[src/rtl/lcd_pkg.sv]
// Shared definitions for the LCD command issuer: controller command codes,
// default widths, the issuer FSM state type and the checksum helper.
package lcd_pkg;

    localparam int unsigned CMD_W_DEF  = 4;
    localparam int unsigned DATA_W_DEF = 8;
    localparam int unsigned ADDR_W_DEF = 6;

    // Controller command codes; only CMD_WRITE changes issuer behaviour.
    typedef enum logic [3:0] {
        CMD_WRITE      = 4'd0,
        CMD_SHIFT_UP   = 4'd1,
        CMD_SHIFT_DOWN = 4'd2,
        CMD_SHIFT_LEFT = 4'd3,
        CMD_SHIFT_RGT  = 4'd4,
        CMD_AVERAGE    = 4'd5,
        CMD_MIRROR_X   = 4'd6,
        CMD_MIRROR_Y   = 4'd7
    } lcd_cmd_e;

    typedef enum logic [2:0] {
        IDLE  = 3'd0,
        ACK   = 3'd1,
        RUN   = 3'd2,
        WRITE = 3'd3,
        FIN   = 3'd4,
        ERR   = 3'd5
    } issuer_state_e;

    // Image checksum step: plain 16-bit add, wrapping on overflow.
    function automatic logic [15:0] csum_add(input logic [15:0] acc,
                                             input logic [15:0] addend);
        return acc + addend;
    endfunction

endpackage

[src/rtl/lcd_cmd_fifo.sv]
// Small synchronous command FIFO. The head entry is read straight from the
// storage registers, so a freshly pushed command is visible one cycle later.
module lcd_cmd_fifo #(
    parameter int unsigned DEPTH = 4,
    parameter int unsigned WIDTH = 4
) (
    input  logic             clk,
    input  logic             rst_n,
    input  logic             push,
    input  logic [WIDTH-1:0] push_data,
    input  logic             pop,
    output logic [WIDTH-1:0] head,
    output logic             full,
    output logic             empty
);

    localparam int unsigned PTR_W = $clog2(DEPTH);
    localparam int unsigned CNT_W = PTR_W + 1;
    localparam logic [PTR_W-1:0] PTR_ONE  = PTR_W'(1);
    localparam logic [CNT_W-1:0] CNT_ONE  = CNT_W'(1);
    localparam logic [CNT_W-1:0] CNT_FULL = CNT_W'(DEPTH);

    logic [WIDTH-1:0] mem_q [DEPTH];
    logic [WIDTH-1:0] mem_d [DEPTH];
    logic [PTR_W-1:0] wr_ptr_q, wr_ptr_d;
    logic [PTR_W-1:0] rd_ptr_q, rd_ptr_d;
    logic [CNT_W-1:0] count_q, count_d;
    logic             push_ok;
    logic             pop_ok;

    assign full    = (count_q == CNT_FULL);
    assign empty   = (count_q == {CNT_W{1'b0}});
    assign head    = mem_q[rd_ptr_q];
    // A push at full is refused even if a pop happens in the same cycle.
    assign push_ok = push & ~full;
    assign pop_ok  = pop & ~empty;

    // Next-state for storage, pointers and occupancy.
    always_comb begin
        mem_d    = mem_q;
        wr_ptr_d = wr_ptr_q;
        rd_ptr_d = rd_ptr_q;
        count_d  = count_q;
        if (push_ok) begin
            mem_d[wr_ptr_q] = push_data;
            wr_ptr_d        = wr_ptr_q + PTR_ONE;
        end else begin
            wr_ptr_d = wr_ptr_q;
        end
        if (pop_ok) begin
            rd_ptr_d = rd_ptr_q + PTR_ONE;
        end else begin
            rd_ptr_d = rd_ptr_q;
        end
        case ({push_ok, pop_ok})
            2'b10:   count_d = count_q + CNT_ONE;
            2'b01:   count_d = count_q - CNT_ONE;
            default: count_d = count_q;
        endcase
    end

    // FIFO registers; reset drops all buffered commands.
    always_ff @(posedge clk or negedge rst_n) begin
        if (!rst_n) begin
            for (int i = 0; i < int'(DEPTH); i++) begin
                mem_q[i] <= {WIDTH{1'b0}};
            end
            wr_ptr_q <= {PTR_W{1'b0}};
            rd_ptr_q <= {PTR_W{1'b0}};
            count_q  <= {CNT_W{1'b0}};
        end else begin
            mem_q    <= mem_d;
            wr_ptr_q <= wr_ptr_d;
            rd_ptr_q <= rd_ptr_d;
            count_q  <= count_d;
        end
    end

endmodule

[src/rtl/lcd_cmd_issuer.sv]
// Host-side LCD command issuer: buffers upstream commands, strobes them to the
// controller while it is idle, tracks the busy handshake with a timeout, and
// after the write command accumulates a checksum and beat count of the image.
module lcd_cmd_issuer
    import lcd_pkg::*;
#(
    parameter int unsigned FIFO_DEPTH = 4,
    parameter int unsigned CMD_W      = CMD_W_DEF,
    parameter int unsigned DATA_W     = DATA_W_DEF,
    parameter int unsigned ADDR_W     = ADDR_W_DEF,
    parameter int unsigned ACK_TMO    = 15
) (
    input  logic              clk,
    input  logic              reset,
    input  logic [CMD_W-1:0]  up_cmd,
    input  logic              up_valid,
    output logic              up_ready,
    output logic [CMD_W-1:0]  cmd,
    output logic              cmd_valid,
    input  logic              busy,
    input  logic              done,
    input  logic              IRAM_valid,
    input  logic [DATA_W-1:0] IRAM_D,
    input  logic [ADDR_W-1:0] IRAM_A,
    output logic              finished,
    output logic [15:0]       checksum,
    output logic [ADDR_W:0]   beat_cnt,
    output logic              err_tmo
);

    localparam int unsigned TMR_W  = $clog2(ACK_TMO + 1);
    localparam int unsigned BEAT_W = ADDR_W + 1;
    localparam logic [TMR_W-1:0]  TMR_LAST = TMR_W'(ACK_TMO - 1);
    localparam logic [TMR_W-1:0]  TMR_ONE  = TMR_W'(1);
    localparam logic [BEAT_W-1:0] BEAT_MAX = BEAT_W'(2 ** ADDR_W);
    localparam logic [BEAT_W-1:0] BEAT_ONE = BEAT_W'(1);
    localparam logic [CMD_W-1:0]  WR_CODE  = CMD_W'(CMD_WRITE);

    issuer_state_e     state_q, state_d;
    logic [CMD_W-1:0]  cmd_q, cmd_d;
    logic              cmd_valid_q, cmd_valid_d;
    logic              finished_q, finished_d;
    logic [15:0]       checksum_q, checksum_d;
    logic [BEAT_W-1:0] beat_cnt_q, beat_cnt_d;
    logic              err_tmo_q, err_tmo_d;
    logic [TMR_W-1:0]  timer_q, timer_d;

    logic              fifo_pop;
    logic              fifo_full;
    logic              fifo_empty;
    logic [CMD_W-1:0]  fifo_head;
    logic              unused_addr;

    // The write address is not needed: every valid beat counts, in any order.
    assign unused_addr = ^IRAM_A;

    assign up_ready = ~fifo_full;

    lcd_cmd_fifo #(
        .DEPTH (FIFO_DEPTH),
        .WIDTH (CMD_W)
    ) u_fifo (
        .clk       (clk),
        .rst_n     (reset),
        .push      (up_valid & ~fifo_full),
        .push_data (up_cmd),
        .pop       (fifo_pop),
        .head      (fifo_head),
        .full      (fifo_full),
        .empty     (fifo_empty)
    );

    // Issue/handshake FSM next-state plus accumulator updates.
    always_comb begin
        state_d     = state_q;
        cmd_d       = cmd_q;
        cmd_valid_d = 1'b0;
        finished_d  = finished_q;
        checksum_d  = checksum_q;
        beat_cnt_d  = beat_cnt_q;
        err_tmo_d   = err_tmo_q;
        timer_d     = timer_q;
        fifo_pop    = 1'b0;
        case (state_q)
            IDLE: begin
                // Busy here may be the controller's own start-up load: wait forever.
                if (!fifo_empty && !busy) begin
                    fifo_pop    = 1'b1;
                    cmd_d       = fifo_head;
                    cmd_valid_d = 1'b1;
                    timer_d     = {TMR_W{1'b0}};
                    state_d     = ACK;
                end else begin
                    state_d = IDLE;
                end
            end
            ACK: begin
                if (busy) begin
                    state_d = RUN;
                end else if (timer_q == TMR_LAST) begin
                    err_tmo_d = 1'b1;
                    state_d   = ERR;
                end else begin
                    timer_d = timer_q + TMR_ONE;
                end
            end
            RUN: begin
                // The write command streams pixels while busy is still high.
                if (cmd_q == WR_CODE) begin
                    state_d = WRITE;
                end else if (!busy) begin
                    state_d = IDLE;
                end else begin
                    state_d = RUN;
                end
            end
            WRITE: begin
                if (IRAM_valid) begin
                    checksum_d = csum_add(checksum_q, 16'(IRAM_D));
                    if (beat_cnt_q != BEAT_MAX) begin
                        beat_cnt_d = beat_cnt_q + BEAT_ONE;
                    end else begin
                        beat_cnt_d = BEAT_MAX;
                    end
                end else begin
                    checksum_d = checksum_q;
                end
                if (done) begin
                    finished_d = 1'b1;
                    state_d    = FIN;
                end else begin
                    state_d = WRITE;
                end
            end
            FIN: begin
                finished_d = 1'b1;
                state_d    = FIN;
            end
            ERR: begin
                err_tmo_d = 1'b1;
                state_d   = ERR;
            end
            default: begin
                state_d = IDLE;
            end
        endcase
    end

    // FSM state and all registered outputs.
    always_ff @(posedge clk or negedge reset) begin
        if (!reset) begin
            state_q     <= IDLE;
            cmd_q       <= {CMD_W{1'b0}};
            cmd_valid_q <= 1'b0;
            finished_q  <= 1'b0;
            checksum_q  <= 16'd0;
            beat_cnt_q  <= {BEAT_W{1'b0}};
            err_tmo_q   <= 1'b0;
            timer_q     <= {TMR_W{1'b0}};
        end else begin
            state_q     <= state_d;
            cmd_q       <= cmd_d;
            cmd_valid_q <= cmd_valid_d;
            finished_q  <= finished_d;
            checksum_q  <= checksum_d;
            beat_cnt_q  <= beat_cnt_d;
            err_tmo_q   <= err_tmo_d;
            timer_q     <= timer_d;
        end
    end

    assign cmd       = cmd_q;
    assign cmd_valid = cmd_valid_q;
    assign finished  = finished_q;
    assign checksum  = checksum_q;
    assign beat_cnt  = beat_cnt_q;
    assign err_tmo   = err_tmo_q;

endmodule

[config.mk]
export PLATFORM = sky130hd
export DESIGN_NAME = lcd_cmd_issuer
export DESIGN_NICKNAME = d
export VERILOG_FILES = /design/src/rtl/lcd_pkg.sv /design/src/rtl/lcd_cmd_fifo.sv /design/src/rtl/lcd_cmd_issuer.sv
export SDC_FILE = /design/constraint.sdc
export NUM_CORES = 1
export LEC_CHECK = 0
export CAP_MARGIN = 20
export CELL_PAD_IN_SITES_DETAIL_PLACEMENT = 0
export CELL_PAD_IN_SITES_GLOBAL_PLACEMENT = 1
export CORE_MARGIN = 2
export CORE_UTILIZATION = 45
export CTS_CLUSTER_SIZE = 28
export DETAILED_ROUTE_END_ITERATION = 7
export PLACE_DENSITY = 0.95
export RECOVER_POWER = 50
export SETUP_SLACK_MARGIN = 0.2
export SLEW_MARGIN = 10
export SYNTH_ARGS = -nofsm -noshare
export SYNTH_HDL_FRONTEND = slang
export SYNTH_SLANG_ARGS = --single-unit
[constraint.sdc]
create_clock -name clk -period 3.4 [get_ports clk]
set_input_delay 0.51 -clock clk [delete_from_list [all_inputs] [get_ports clk]]
set_output_delay 0.51 -clock clk [all_outputs]
set_load 0.05 [all_outputs]
==> run summary, run 1 <==
Reg clk slew, reported paths = 0.07 ns
Detailed Place HPWL = 4750 µm
Routability cong. = 0.773
Global-route wire length before repair = 11,000 µm
Global route overflow = 0
Seq/Total Area, Yosys = 0.471
#FFs+latches synth = 60
Worst setup SP type = primary input
Nets = 391
Die area = 0.00777 mm²
Iter 0 DRT Violations = 145
Ys flop type = dfrtp_1
Clock buffer depth = 2
Kind of critical path = primary input to flip-flop
Critical path endpoint = u_fifo.count_q[1]$_DFFE_PN0P_
Peak VDD IR = 0.411 mV
Critical Path RT = 3.66 ns
Drt wl/cell = 14.6 µm
Worst hold path class = primary input to async pin
Relative slew slack = -0.0817
DRC = 0
WL final = 6570 µm
Layout cells sized above 1 = 0.122
Syn nets = 337
Rows = 30
Syn. warnings = 0
Crit Path Max Fanout = 8
FFs w/ async S/R, synth = 1.00
Die Width = 88.2 µm
Post-Synthesis Cells = 294
Post-synth EDFFs = 0
Post-route clock period utilization = 0.712
Largest net degree at the start of global routing = 32
Fillers = 623
# setup viols final = 0
R2R Path Start = state_q[1]$_DFFE_PN0P_
Crit. End Element = flip-flop
Minimum clock period = 2.42 ns
Worst Setup Slack post-DPL = 0.743 ns
Core Region = 0.00683 mm²
Clk sinks = 60
Max-Cap Viols = 1
Syn Area/Cell = 10.8 µm²
Post_cts resized = 0
Vias per inst = 5.36
CP startpoint = up_valid
Die Y-Extent = 88.2 µm
Area grow syn2layout = 24.6%
Most common cell after layout, fill and taps aside = dfrtp_1
Gr usage total = 0.186
Root buf cell = clkbuf_8
Unrepaired setup endpoints after global routing = false
CTS tree = yes
Commonest cells after routing, fill and taps aside = dfrtp_1, clkdlybuf4s50_1, nand2_1
Max Slew Vio Count = 32
Synth Cell Area = 0.00319 mm²
Highest clock rate = 413 MHz
Post-cts hold buffer count = 0
ANT cells = 0
Initial antenna violation count = 0
Total CTS buffers = 9
First-pass iteration count of the detailed router = 4
Final Skew = 0.0102 ns
Worst R2R Setup Slack = 1.09 ns
CP arrival = 2.68 ns
H-tree depth = 3
PortBufs = 48
Power per Cell Area = 513 mW/mm²
FF+latch area = 0.00150 mm²
Unique masters post-synth = 42
Multi-input gate area = 0.00159 mm²
Sum Neg Setup Slack = 0 ns
I/O Pins = 55
Worst Tran Pin Value = 1.62 ns
Final hold violations = 0
Starting Density = 0.466
Post-CTS setup buffers = 0
Static leakage = 0.00174 µW
Reg-to-Reg End = checksum[15]$_DFFE_PN0P_
R2R depth = 4
Failing checks = capacitance limit, slew limit
Number of global-route vias before repair = 2,366
Worst skew pair latency = 0.33 ns
Detailed-route via count = 2,406
Status = complete, but fails checks
Worst setup slack after layout = 0.978 ns
Final ANT Viol Nets = 0
-- flip-flops by register name (all words and copies together), names as in the netlist --
register         flops
state_q              3
err_tmo              1
cmd_valid            1
u_fifo.mem_q        16
u_fifo.rd_ptr_q      2
checksum            16
finished             1
timer_q              4
beat_cnt             7
u_fifo.count_q       3
cmd                  4
u_fifo.wr_ptr_q      2
-- layer usage --
| metal | vias up | part of all wire | GRT usage |
|---|---|---|---|
| li1 | 1164 | - | - |
| met1 | 1177 | 0.44 | 0.240 |
| met2 | 54 | 0.51 | 0.313 |
| met3 | 11 | 0.035 | 0.0358 |
| met4 | 0 | 0.013 | 0.0661 |
| met5 | - | 0 | 0 |
-- worst max-delay path, cell delays in order --
cell,delay [ns]
dlygate4sd3_1,0.52
a21boi_0,0.68
inv_1,0.10
ha_1,0.23
inv_1,0.07
fa_1,0.41
o21ai_0,0.16
-- power breakdown --
part | internal [µW] | switching, µW | total [µW]
clock | 431 | 293 | 724
sequential | 844 | 80.9 | 925
combinational | 208 | 182 | 390
total | 1480 | 556 | 2040
-- worst min-delay path by stage --
stage | startpoint | to | slack, ns | cells after the start
CTS | reset | checksum[6]$_DFFE_PN0P_ | 0.03 | 1
finish | reset | checksum[5]$_DFFE_PN0P_ | 0.15 | 1
detailed placement | reset | checksum[5]$_DFFE_PN0P_ | 0.40 | 1
global route | reset | checksum[7]$_DFFE_PN0P_ | 0.18 | 1
global placement | reset | checksum[5]$_DFFE_PN0P_ | 0.39 | 1
floorplan | reset | beat_cnt[0]$_DFFE_PN0P_ | 0.21 | 0
-- layout make-up --
| cell class | instances | area share |
|---|---|---|
| clock buffers | 10 | 0.0347 |
| well taps | 96 | 0.0302 |
| flip-flops and latches | 60 | 0.378 |
| repair buffers | 51 | 0.122 |
| inverters | 13 | 0.0123 |
| multi-input cells | 213 | 0.400 |
| clock inverters | 6 | 0.0221 |
-- cells by family after synthesis --
logic type | Yosys count | share of synthesized area
flip-flops | 60 | 0.471
AND/OR/NAND/NOR | 91 | 0.149
multiplexers | 28 | 0.112
buffers and inverters | 21 | 0.0283
adder cells (fa/ha/maj) | 19 | 0.0793
XOR/XNOR | 21 | 0.0577
AO/OA/AOI/OAI | 54 | 0.103
-- stage by stage --
step	hold WS (ns)	std cells	util	power, µW	cell area [µm²]
after CTS	0.0265	449	0.585	2070	4000
final	0.150	449	0.581	2040	3970
after global routing	0.179	449	0.581	2160	3970
after detailed placement	0.396	433	0.552	1340	3770
after global placement	0.392	433	0.552	1300	3770
after floorplan	0.214	294	-	1200	3190
-- synth_stat cells (2+ instances only) --
cell type  count  area (µm²)
nand4b_1       2        17.5
nand3_1       12        60.1
mux4_2         4        90.1
mux2i_1        3        30.0
fa_1           2        40.0
nand4_1        7        43.8
nand2_1       32         120
and3_1         4        25.0
dfrtp_1       60        1500
a211oi_1       3        22.5
inv_1         13        48.8
o21ai_0       24         120
nand2b_1       2        12.5
nor2b_1        7        43.8
nor4b_1        3        26.3
or4_1          2        15.0
a21o_1         3        22.5
a21oi_1       10        50.1
xor2_1        10        87.6
nor2_1        10        37.5
ha_1          17         213
xnor2_1       11        96.3
clkbuf_1       4        15.0
nor3_1         4        20.0
mux2_2        21         236
buf_2          3        15.0
o211ai_1       5        37.5
nor4_1         2        12.5
Power figures use the tool's default switching activity.
==> run 2, diff against run 1 <==
--- a/config.mk
+++ b/config.mk
@@ -9,10 +9,10 @@
 export CELL_PAD_IN_SITES_DETAIL_PLACEMENT = 0
 export CELL_PAD_IN_SITES_GLOBAL_PLACEMENT = 1
 export CORE_MARGIN = 2
-export CORE_UTILIZATION = 45
+export CORE_UTILIZATION = 37
 export CTS_CLUSTER_SIZE = 28
 export DETAILED_ROUTE_END_ITERATION = 7
-export PLACE_DENSITY = 0.95
+export PLACE_DENSITY = 0.85
 export RECOVER_POWER = 50
 export SETUP_SLACK_MARGIN = 0.2
 export SLEW_MARGIN = 10
==> constraint.sdc (replaced) <==
create_clock -name clk -period 2.05 [get_ports clk]
set_input_delay 0.3075 -clock clk [delete_from_list [all_inputs] [get_ports clk]]
set_output_delay 0.3075 -clock clk [all_outputs]
set_load 0.05 [all_outputs]
==> run 2 against run 1 <==
The flow now finishes without violations. Critical endpoint is now u_fifo.count_q[2]$_DFFE_PN0P_. Final cell count grew 9.4%. Via count rose by 4.7%. Count of clock-buffer cells in the layout up 2. Flip-flop and latch count unchanged. Die area increased by 21%. Largest cell class unchanged. Critical path type unchanged. Global-route usage shrank 3.3 points. Power rose by 64%. Critical path depth increased by 1. Non-clock buffer count rose by 33.
==> run summary, run 2 (synthesis results as in run 1) <==
Worst setup SP type = primary input (unchanged)
Power per Cell Area = 775 mW/mm² (was 513 mW/mm²)
Relative slew slack = 0.206 (was -0.0817)
Largest net degree at the start of global routing = 43 (was 32)
Minimum clock period = 1.85 ns
Worst hold stages = 1
Critical path cell sequence = clkdlybuf4s50_1 -> nor4b_4 -> ha_2 -> inv_2 -> fa_2 -> xor2_1 -> nor2_1 -> xor2_1 (was dlygate4sd3_1 -> a21boi_0 -> inv_1 -> ha_1 -> inv_1 -> fa_1 -> o21ai_0)
Min-delay src = err_tmo$_DFFE_PN0P_
First-pass iteration count of the detailed router = 4 (unchanged)
Clock buffer depth = 2 (unchanged)
Clk sinks = 60 (unchanged)
Global route overflow = 0 (unchanged)
Initial antenna violation count = 0 (unchanged)
CTS tree = yes (unchanged)
Clock network power share = 0.325 (was 0.355)
Final hold violations = 0 (unchanged)
FF+latch area = 0.00151 mm² (was 0.00150 mm²)
Routability cong. = 0.819 (was 0.773)
Worst hold path class = flip-flop to flip-flop (was primary input to async pin)
Static leakage = 0.00200 µW (was 0.00174 µW)
Unrepaired setup endpoints after global routing = true (was false)
Layout cells sized above 1 = 0.254 (was 0.122)
I/O Pins = 55 (unchanged)
Drt wl/cell = 14.4 µm (was 14.6 µm)
DRC = 0 (unchanged)
Crit. End Element = flip-flop (unchanged)
Worst R2R Setup Slack = 0.20 ns (was 1.09 ns)
ANT cells = 0 (unchanged)
Post-route clock period utilization = 0.902
Int Power = 2410 µW (was 1480 µW)
Total CTS buffers = 9 (unchanged)
Most common cell after layout, fill and taps aside = dfrtp_1 (unchanged)
Crit-path max cell delay = 0.47 ns (was 0.68 ns)
Sequential power share = 0.464 (was 0.453)
Instance count on the critical path = 8 (was 7)
Max Slew Vio Count = 0 (was 32)
Power Total = 3340 µW (was 2040 µW)
Kind of critical path = primary input to flip-flop (unchanged)
Crit Path Max Fanout = 2 (was 8)
Final Skew = 0.00966 ns (was 0.0102 ns)
Rows = 33 (was 30)
CP arrival = 2.10 ns (was 2.68 ns)
Delay-heaviest family, CP = adder cells (was compound AO/OA/AOI/OAI gates)
Area after DPL = 0.00400 mm² (was 0.00377 mm²)
PortBufs = 48 (unchanged)
Starting Density = 0.384 (was 0.466)
Peak VDD IR = 0.670 mV (was 0.411 mV)
Placed Instances = 462 (was 433)
Status = finished clean (was complete, but fails checks)
Reg-to-Reg End = u_fifo.count_q[2]$_DFFE_PN0P_ (was checksum[15]$_DFFE_PN0P_)
Core Region = 0.00830 mm² (was 0.00683 mm²)
Post-route cell area = 0.00430 mm² (was 0.00397 mm²)
Max-Cap Viols = 0 (was 1)
Area grow syn2layout = 35.1% (was 24.6%)
R2R depth = 8 (was 4)
H-tree depth = 3 (unchanged)
Worst Tran Pin Value = 1.19 ns (was 1.62 ns)
Die area = 0.00937 mm² (was 0.00777 mm²)
Detailed Place HPWL = 5050 µm (was 4750 µm)
Final ANT Viol Nets = 0 (unchanged)
Most frequent CP cell = xor2_1 (was inv_1)
Global-route wire length before repair = 11,700 µm (was 11,000 µm)
Hold EP = err_tmo$_DFFE_PN0P_
# setup viols final = 0 (unchanged)
Vias per inst = 5.13 (was 5.36)
Number of global-route vias before repair = 2,484 (was 2,366)
Multi-input gate area = 0.00171 mm² (was 0.00159 mm²)
Non-Filler Instances = 491 (was 449)
Gr usage total = 0.153 (was 0.186)
Reg clk slew, reported paths = 0.07 ns (about the same)
Die Y-Extent = 96.8 µm (was 88.2 µm)
Highest clock rate = 541 MHz
WL final = 7070 µm (was 6570 µm)
Logic pwr share = 0.211 (was 0.191)
Detailed-route via count = 2,519 (was 2,406)
Switch Pwr = 930 µW (was 556 µW)
Fillers = 776 (was 623)
Critical path's slowest cell = clkdlybuf4s50_1 (was a21boi_0)
Root buf cell = clkbuf_8 (unchanged)
Nets = 424 (was 391)
WP buf/inv = 2 (was 3)
R2R Path Start = state_q[0]$_DFFE_PN0P_ (was state_q[1]$_DFFE_PN0P_)
Switching Share = 0.279 (was 0.273)
Worst skew pair latency = 0.33 ns (about the same)
Critical Path RT = 2.30 ns (was 3.66 ns)
Die Width = 96.8 µm (was 88.2 µm)
Iter 0 DRT Violations = 117 (was 145)
Commonest cells after routing, fill and taps aside = dfrtp_1, nand2_1, buf_4 (was dfrtp_1, clkdlybuf4s50_1, nand2_1)
run 2: worst max path at each step:
stage / start / to / slack [ns]
2_1_floorplan: checksum[6]$_DFFE_PN0P_ / checksum[9]$_DFFE_PN0P_ / 0.17
3_3_place_gp: busy / u_fifo.count_q[2]$_DFFE_PN0P_ / -0.13
3_5_place_dp: IRAM_D[2] / checksum[9]$_DFFE_PN0P_ / -0.15
6_report: busy / u_fifo.count_q[2]$_DFFE_PN0P_ / 0.20
5_1_grt: state_q[0]$_DFFE_PN0P_ / u_fifo.count_q[2]$_DFFE_PN0P_ / 0.06
4_1_cts: checksum[5]$_DFFE_PN0P_ / checksum[5] / 0.20
run 2: area by class of cell:
cell class,instances,area share
multi-input cells,213,0.397
clock buffers,12,0.0360
flip-flops and latches,60,0.351
well taps,105,0.0305
inverters,13,0.0113
clock inverters,4,0.0110
repair buffers,84,0.163
run 2: power by group through the flow:
stage,combinational (µW),sequential (µW),clock (µW)
2_1_floorplan,489,1510,0
3_3_place_gp,649,1530,0
3_5_place_dp,692,1550,0
4_1_cts,698,1530,1130
5_1_grt,783,1570,1170
6_report,702,1550,1090
run 2: stage by stage:
| step | setup slack (ns) | hold slack [ns] | utilization | setup TNS (ns) |
|---|---|---|---|---|
| global route | 0.0613 | 0.510 | 0.519 | 0 |
| floorplan | 0.169 | 0.0119 | - | 0 |
| finish | 0.201 | 0.467 | 0.519 | 0 |
| CTS | 0.200 | 0.459 | 0.510 | 0 |
| detailed placement | -0.153 | 0.305 | 0.482 | -0.784 |
| global placement | -0.125 | 0.294 | 0.482 | -0.638 |
run 2: repair_timing:
action,4_1_cts,5_1_grt
hold buffers,1,0
gates cloned,0,0
endpoints found under the hold margin,18,0
gates resized for setup,32,17
pin swaps,4,9
setup buffers,4,8
setup endpoints to repair,30,19
run 2: per-layer routing:
layer | GRT usage | part of all wire
met1 | 0.194 | 0.45
met2 | 0.249 | 0.49
met3 | 0.0405 | 0.044
met4 | 0.0607 | 0.020
met5 | 0 | 0
